**config.mk**
```make
export PLATFORM = sky130hd
export DESIGN_NAME = simon_i2c_master
export DESIGN_NICKNAME = d
export VERILOG_FILES = /design/src/rtl/simon_i2c_master.sv
export SDC_FILE = /design/constraint.sdc
export NUM_CORES = 1
export LEC_CHECK = 0
export ABC_AREA = 1
export CORE_ASPECT_RATIO = 0.7
export CORE_MARGIN = 8
export CORE_UTILIZATION = 50
export CTS_CLUSTER_DIAMETER = 150
export DETAILED_ROUTE_END_ITERATION = 10
export HOLD_SLACK_MARGIN = 0.03
export PLACE_DENSITY = 0.75
export SLEW_MARGIN = 20
export SYNTH_ARGS = -nofsm -noshare
export SYNTH_HDL_FRONTEND = slang
export SYNTH_SLANG_ARGS = --single-unit
```
**constraint.sdc**
```tcl
create_clock -name clk -period 1.6 [get_ports clk]
set_clock_uncertainty 0.05 [all_clocks]
set_input_delay 0.32 -clock clk [delete_from_list [all_inputs] [get_ports clk]]
set_output_delay 0.32 -clock clk [all_outputs]
set_load 0.01 [all_outputs]
```
**src/rtl/simon_i2c_master.sv**
```systemverilog
// ---------------------------------------------------------------------------
// simon_i2c_master
//   Byte-level I2C initiator. Executes one START / WRITE / READ / STOP command
//   at a time on an open-drain SDA/SCL pair and returns one response per
//   command. Honours responder clock stretching while SCL is being released.
//
// Ports
//   clk, rst_n            system clock, asynchronous active-low reset
//   cmd_valid/cmd_ready   command handshake (ready only while idle)
//   cmd_op                00 START, 01 WRITE, 10 READ, 11 STOP
//   cmd_data              byte to send on WRITE, MSB first
//   cmd_nack              READ: level driven on the 9th bit (1 = NACK)
//   rsp_valid             one-cycle completion pulse
//   rsp_data              byte received by READ, 0x00 otherwise
//   rsp_nack              WRITE: sampled acknowledge bit (1 = NACK)
//   rsp_err               command not legal in the current bus state
//   bus_owned             high between a completed START and a completed STOP
//   sda_i/sda_o/sda_t     SDA pad triplet (t = 1 releases the line)
//   scl_i/scl_o/scl_t     SCL pad triplet (t = 1 releases the line)
// ---------------------------------------------------------------------------
module simon_i2c_master #(
   parameter int CLK_DIV = 25
) (
   input  logic       clk,
   input  logic       rst_n,
   input  logic       cmd_valid,
   output logic       cmd_ready,
   input  logic [1:0] cmd_op,
   input  logic [7:0] cmd_data,
   input  logic       cmd_nack,
   output logic       rsp_valid,
   output logic [7:0] rsp_data,
   output logic       rsp_nack,
   output logic       rsp_err,
   output logic       bus_owned,
   input  logic       sda_i,
   output logic       sda_o,
   output logic       sda_t,
   input  logic       scl_i,
   output logic       scl_o,
   output logic       scl_t
);

   localparam logic [9:0] CNT_LAST = 10'(CLK_DIV - 1);

   localparam logic [1:0] OP_START = 2'b00;
   localparam logic [1:0] OP_WRITE = 2'b01;
   localparam logic [1:0] OP_READ  = 2'b10;
   localparam logic [1:0] OP_STOP  = 2'b11;

   typedef enum logic [2:0] {
      ST_IDLE  = 3'd0,
      ST_START = 3'd1,
      ST_BIT   = 3'd2,
      ST_STOP  = 3'd3,
      ST_RESP  = 3'd4
   } state_t;

   state_t      state_r, state_s;
   logic [1:0]  q_r, q_s;              // quarter within the current phase
   logic [9:0]  cnt_r, cnt_s;          // clocks within the current quarter
   logic [3:0]  bit_r, bit_s;          // bit index 0..8 within a byte
   logic [1:0]  op_r, op_s;
   logic [8:0]  tx_r, tx_s;            // 9-bit stream, MSB is the current bit
   logic [8:0]  rx_r, rx_s;            // 9 SDA samples, last one is the ACK slot
   logic        sda_t_r, sda_t_s;
   logic        scl_t_r, scl_t_s;
   logic        cmd_ready_r, cmd_ready_s;
   logic        rsp_valid_r, rsp_valid_s;
   logic [7:0]  rsp_data_r, rsp_data_s;
   logic        rsp_nack_r, rsp_nack_s;
   logic        rsp_err_r, rsp_err_s;
   logic        bus_owned_r, bus_owned_s;
   logic        stretch_s;
   logic        qend_s;

   // Next-state, line-control and response computation.
   always_comb begin
      state_s     = state_r;
      q_s         = q_r;
      cnt_s       = cnt_r;
      bit_s       = bit_r;
      op_s        = op_r;
      tx_s        = tx_r;
      rx_s        = rx_r;
      sda_t_s     = sda_t_r;
      scl_t_s     = scl_t_r;
      rsp_valid_s = 1'b0;
      rsp_data_s  = rsp_data_r;
      rsp_nack_s  = rsp_nack_r;
      rsp_err_s   = rsp_err_r;
      bus_owned_s = bus_owned_r;

      // While SCL is released in Q1 the quarter does not begin counting until
      // the line is actually seen high; a responder may hold it low forever.
      stretch_s = (q_r == 2'd1) && (cnt_r == 10'd0) && !scl_i;
      qend_s    = (cnt_r == CNT_LAST) && !stretch_s;

      case (state_r)
         ST_IDLE: begin
            if (cmd_valid && cmd_ready_r) begin
               op_s  = cmd_op;
               q_s   = 2'd0;
               cnt_s = 10'd0;
               bit_s = 4'd0;
               if (cmd_op == OP_READ) begin
                  tx_s = {8'hFF, cmd_nack};
               end else begin
                  tx_s = {cmd_data, 1'b1};
               end
               if (cmd_op == OP_START) begin
                  state_s = ST_START;
                  sda_t_s = 1'b1;
               end else if (!bus_owned_r) begin
                  state_s     = ST_RESP;
                  rsp_valid_s = 1'b1;
                  rsp_data_s  = 8'h00;
                  rsp_nack_s  = 1'b0;
                  rsp_err_s   = 1'b1;
               end else if (cmd_op == OP_STOP) begin
                  state_s = ST_STOP;
                  sda_t_s = 1'b0;
               end else begin
                  state_s = ST_BIT;
                  sda_t_s = tx_s[8];
               end
            end else begin
               state_s = ST_IDLE;
            end
         end

         ST_START, ST_BIT, ST_STOP: begin
            // SDA is sampled on the final clock of Q2, SCL high the whole quarter.
            if ((state_r == ST_BIT) && (q_r == 2'd2) && qend_s) begin
               rx_s = {rx_r[7:0], sda_i};
            end else begin
               rx_s = rx_r;
            end

            if (stretch_s) begin
               cnt_s = cnt_r;
            end else if (!qend_s) begin
               cnt_s = cnt_r + 10'd1;
            end else if (q_r != 2'd3) begin
               // Entering Q1..Q3: apply that quarter's line action once.
               cnt_s = 10'd0;
               q_s   = q_r + 2'd1;
               case (q_s)
                  2'd1: begin
                     scl_t_s = 1'b1;
                  end
                  2'd2: begin
                     if (state_r == ST_START) begin
                        sda_t_s = 1'b0;
                     end else if (state_r == ST_STOP) begin
                        sda_t_s = 1'b1;
                     end else begin
                        sda_t_s = sda_t_r;
                     end
                  end
                  2'd3: begin
                     if (state_r == ST_STOP) begin
                        scl_t_s = scl_t_r;
                     end else begin
                        scl_t_s = 1'b0;
                     end
                  end
                  default: begin
                     scl_t_s = scl_t_r;
                  end
               endcase
            end else begin
               // End of Q3: phase complete.
               cnt_s = 10'd0;
               q_s   = 2'd0;
               case (state_r)
                  ST_START: begin
                     bus_owned_s = 1'b1;
                     state_s     = ST_RESP;
                     rsp_valid_s = 1'b1;
                     rsp_data_s  = 8'h00;
                     rsp_nack_s  = 1'b0;
                     rsp_err_s   = 1'b0;
                  end
                  ST_STOP: begin
                     bus_owned_s = 1'b0;
                     state_s     = ST_RESP;
                     rsp_valid_s = 1'b1;
                     rsp_data_s  = 8'h00;
                     rsp_nack_s  = 1'b0;
                     rsp_err_s   = 1'b0;
                  end
                  ST_BIT: begin
                     if (bit_r == 4'd8) begin
                        state_s     = ST_RESP;
                        rsp_valid_s = 1'b1;
                        rsp_data_s  = (op_r == OP_READ)  ? rx_r[8:1] : 8'h00;
                        rsp_nack_s  = (op_r == OP_WRITE) ? rx_r[0]   : 1'b0;
                        rsp_err_s   = 1'b0;
                     end else begin
                        // Rotate so every stored bit stays live; new MSB is the next bit.
                        bit_s   = bit_r + 4'd1;
                        tx_s    = {tx_r[7:0], tx_r[8]};
                        sda_t_s = tx_s[8];
                     end
                  end
                  default: begin
                     state_s = ST_IDLE;
                  end
               endcase
            end
         end

         ST_RESP: begin
            state_s = ST_IDLE;
         end

         default: begin
            state_s = ST_IDLE;
         end
      endcase

      cmd_ready_s = (state_s == ST_IDLE);
   end

   // State and registered-output update; reset releases both lines at once.
   always_ff @(posedge clk or negedge rst_n) begin
      if (!rst_n) begin
         state_r     <= ST_IDLE;
         q_r         <= 2'd0;
         cnt_r       <= 10'd0;
         bit_r       <= 4'd0;
         op_r        <= OP_START;
         tx_r        <= 9'h1FF;
         rx_r        <= 9'h000;
         sda_t_r     <= 1'b1;
         scl_t_r     <= 1'b1;
         cmd_ready_r <= 1'b1;
         rsp_valid_r <= 1'b0;
         rsp_data_r  <= 8'h00;
         rsp_nack_r  <= 1'b0;
         rsp_err_r   <= 1'b0;
         bus_owned_r <= 1'b0;
      end else begin
         state_r     <= state_s;
         q_r         <= q_s;
         cnt_r       <= cnt_s;
         bit_r       <= bit_s;
         op_r        <= op_s;
         tx_r        <= tx_s;
         rx_r        <= rx_s;
         sda_t_r     <= sda_t_s;
         scl_t_r     <= scl_t_s;
         cmd_ready_r <= cmd_ready_s;
         rsp_valid_r <= rsp_valid_s;
         rsp_data_r  <= rsp_data_s;
         rsp_nack_r  <= rsp_nack_s;
         rsp_err_r   <= rsp_err_s;
         bus_owned_r <= bus_owned_s;
      end
   end

   assign cmd_ready = cmd_ready_r;
   assign rsp_valid = rsp_valid_r;
   assign rsp_data  = rsp_data_r;
   assign rsp_nack  = rsp_nack_r;
   assign rsp_err   = rsp_err_r;
   assign bus_owned = bus_owned_r;
   assign sda_t     = sda_t_r;
   assign scl_t     = scl_t_r;
   assign sda_o     = 1'b0;
   assign scl_o     = 1'b0;

endmodule

```
==> impl_metrics.csv <==
group,metric,value,unit
sta,setup_tns,-89.5,ps
placement,port_buffers,30,
pwr,netSwitchingPower,2290,uW
pwr,p_comb_share,51.0,%
finish,nNetsFinal,453,
yosys,synth_cells,351,
routing,ant_nets,0,
clock_tree,clk_pin_slew,100,ps
finish,layout-drive-gt1-share,32.8,%
finish,fin_cells,505,
sta,hold_viol,0,
run_status,violations,"setup timing",
sta,setup_viol,8,
yosys,ys_async_sr_fraction,100,%
finish,antenna_cells,0,
global_routing,grt_pass1_vias,2519,
yosys,synth_top_area_cell,"dfrtp_1",
pwr,p_int,3550,uW
pwr,p_per_area,1430,nW/um^2
sta,fin_ws,-20.6,ps
floorplan,num_rows,23,
routing,dr.pass1.iters,4,
worst_setup_path,critPathMaxStageDelay,410,ps
routing,num_vias,2637,
sta,max_clock_freq,0.617,GHz
worst_setup_path,path_max_fanout,6,
placement,gp_congestion,0.859,
sta,drv_slew,0,
yosys,yosys_warnings,0,
sta,worst_pin_slew,641,ps
yosys,synth.ff_latch_count,54,
routing,drt_iter0_markers,157,
worst_setup_path,cp-start-kind,"flip-flop",
floorplan,ios,33,
global_routing,grt_pass1_wl,11.8,mm
sta,maxSlewHeadroom,56.9,%
placement,hpwl,4.89,mm
flow_run,maxCapViolCount,0,
yosys,syn_avg_cell_area,8.49,sq um
global_routing,grt_max_degree,55,
worst_setup_path,r2r-start,"cnt_r[0]",
worst_setup_path,cp_common_cell,"nand2_4",
routing,drcViolationCount,0,
yosys,yosysMostFrequentCell,"nand2_1",
global_routing,grt_usage,16.7,%
worst_hold_path,min_from,"tx_r[6]",
floorplan,start_util,52.0,%
worst_setup_path,cp.required,1800,ps
pwr,totalPowerFinal,5830,uW
routing,routed_wl,7.56,mm
yosys,synth_area_leaders,"dfrtp_1, nand2_1, dfstp_2",
sta,rsz0062_at_grt,"yes",
pwr,ir_drop,0.000852,V
pwr,swShare,39.2,%
run_status,status,"complete, but fails checks",
yosys,ys_types,33,
yosys,ys_seq_area_share,45.9,%
clock_tree,cts.htree.levels,2,
routing,viasPerCell,5.22,
pwr,p_leak,0.00205,uW
sta,period_needed,1620,ps
routing,wl_per_cell,15.0,um
worst_hold_path,min_path_type,"flip-flop to flip-flop",
sta,period_share,101,%
floorplan,die_area,8720,sq um
pwr,p_seq_share,33.1,%
clock_tree,root_buffer,"clkbuf_8",
worst_setup_path,cp-startpoint,"cnt_r[0]",
finish,area_growth,36.5,%
yosys,synthTopCellsByCount,"nand2_1, dfrtp_1, inv_1",
worst_setup_path,path_class,"flip-flop to flip-flop",
yosys,synth-edff-count,0,
worst_setup_path,arrival,1820,ps
global_routing,grt_remaining_overflow,0,
clock_tree,cts_sinks,54,
yosys,synth.top_cell.area_share,35.3,%
floorplan,design.core.area,5730,sq um
clock_tree,clock_latency,310,ps
worst_setup_path,slowest_stage,"dfrtp_1",
floorplan,chipHeight,80.6,um
yosys,synth.cell_area,2980,sq um
clock_tree,cts_tree,"yes",
clock_tree,cts_buffers,5,
placement,dp_cells,482,
yosys,ys.flop_type,"dfrtp_1",
floorplan,die_w,108,um
global_routing,antenna_found_initial,0,
worst_setup_path,worstSetupEndpointType,"flip-flop",
clock_tree,clock_path_buffers,2,
finish,nFillCells,411,
worst_setup_path,crit_chain,"inv_2, ha_4, nand2_4, nor2_4, nand2_4, nand2_4, nand3_4, clkbuf_16, o21ai_2",
pwr,clock_power_share,15.9,%
## cell families after synthesis
group	count (synthesis)	synth area share [%]
xor+xnor	4	1.18
compound gates	65	15.2
mux	1	0.336
other cells	1	0.126
flops	54	45.9
simple gates	162	25.2
fa+ha+maj	8	3.36
buf+inv	56	8.82
## critical path: cells and delay by family (launching register included)
family	cells	cell delay, ps
flops	1	410
simple gates	5	540
compound gates	1	110
buf+inv	2	290
fa+ha+maj	1	140
## cell usage in the layout, fill, tap and decap left out, drive strengths merged
cell type	Yosys	routed
clkdlybuf4s50	0	14
a21boi	8	8
nand3	42	44
nor3	6	6
bufinv	0	1
o21ai	53	53
a21oi	2	2
conb	1	2
nand4	2	2
mux2i	1	1
xor2	4	4
clkinv	0	2
buf	11	45
nor2	17	17
ha	8	8
dlygate4sd3	0	1
clkbuf	0	7
nand3b	1	1
or2	1	1
dfrtp	42	42
o21bai	1	1
dlymetal6s2s	0	5
dlygate4sd2	0	10
inv	45	45
a22oi	1	1
nand2	93	95
dfstp	12	12
## sequential cells by signal (all words and copies together), names as in the netlist
signal and count:
cnt_r 10, rx_r 9, tx_r 9, rsp_data 8
bit_r 4, state_r 3, op_r 2, q_r 2
bus_owned 1, cmd_ready 1, rsp_err 1, rsp_nack 1
rsp_valid 1, scl_t 1, sda_t 1
## stage by stage
step,hold slack (ps),worst slack (ps),util [%],cell area (sq um)
after detailed placement,289,-276,62.4,3570
after CTS,428,-4.59,66.2,3790
after global placement,290,-268,62.4,3570
after floorplan,-25.6,22.8,-,2980
after global routing,435,-108,71.0,4070
final,422,-20.6,71.0,4070
## per-layer routing
metal,vias up,wire [um],track usage (%)
li1,1297,-,-
met1,1256,3580,23.7
met2,75,3410,25.0
met3,9,490,3.44
met4,0,75,4.90
met5,-,0,0
## layout make-up
| type | instances | area [sq um] | area share (%) |
|---|---|---|---|
| multi-input cells | 246 | 1590 | 39.1 |
| flip-flops and latches | 54 | 1370 | 33.6 |
| repair buffers | 77 | 727 | 17.9 |
| inverters | 45 | 179 | 4.40 |
| well taps | 75 | 93.8 | 2.31 |
| clock buffers | 5 | 68.8 | 1.69 |
| clock inverters | 3 | 40.0 | 0.985 |
## power groups by stage
stage / Sequential, uW / Combinational, uW / Clock (uW)
floorplan: 1940 / 1400 / 0
global placement: 1900 / 2090 / 0
detailed placement: 1910 / 2150 / 0
CTS: 1890 / 2300 / 946
global route: 1970 / 3230 / 1010
finish: 1930 / 2970 / 926
## repair_timing
action / 4_1_cts / 5_1_grt
resized for setup: 25 / 46
pin swaps: 3 / 7
hold buffers: 1 / 0
hold endpoints to repair: 42 / 0
cloned: 1 / 6
setup endpoints to repair: 59 / 47
buffers inserted: 2 / 5
## path summary, 6_finish.rpt
path                             end  slack [ps]  cells past startpoint
min in group asynchronous   cnt_r[2]         460                      3
max in group asynchronous  cmd_ready         720                      3
setup / recovery             tx_r[8]         -20                      9
hold / removal               tx_r[6]         420                      2
setup reg to reg             tx_r[8]         -20                      9
hold reg to reg              tx_r[6]         420                      2
No activity file was read; power rests on OpenSTA's default activity.
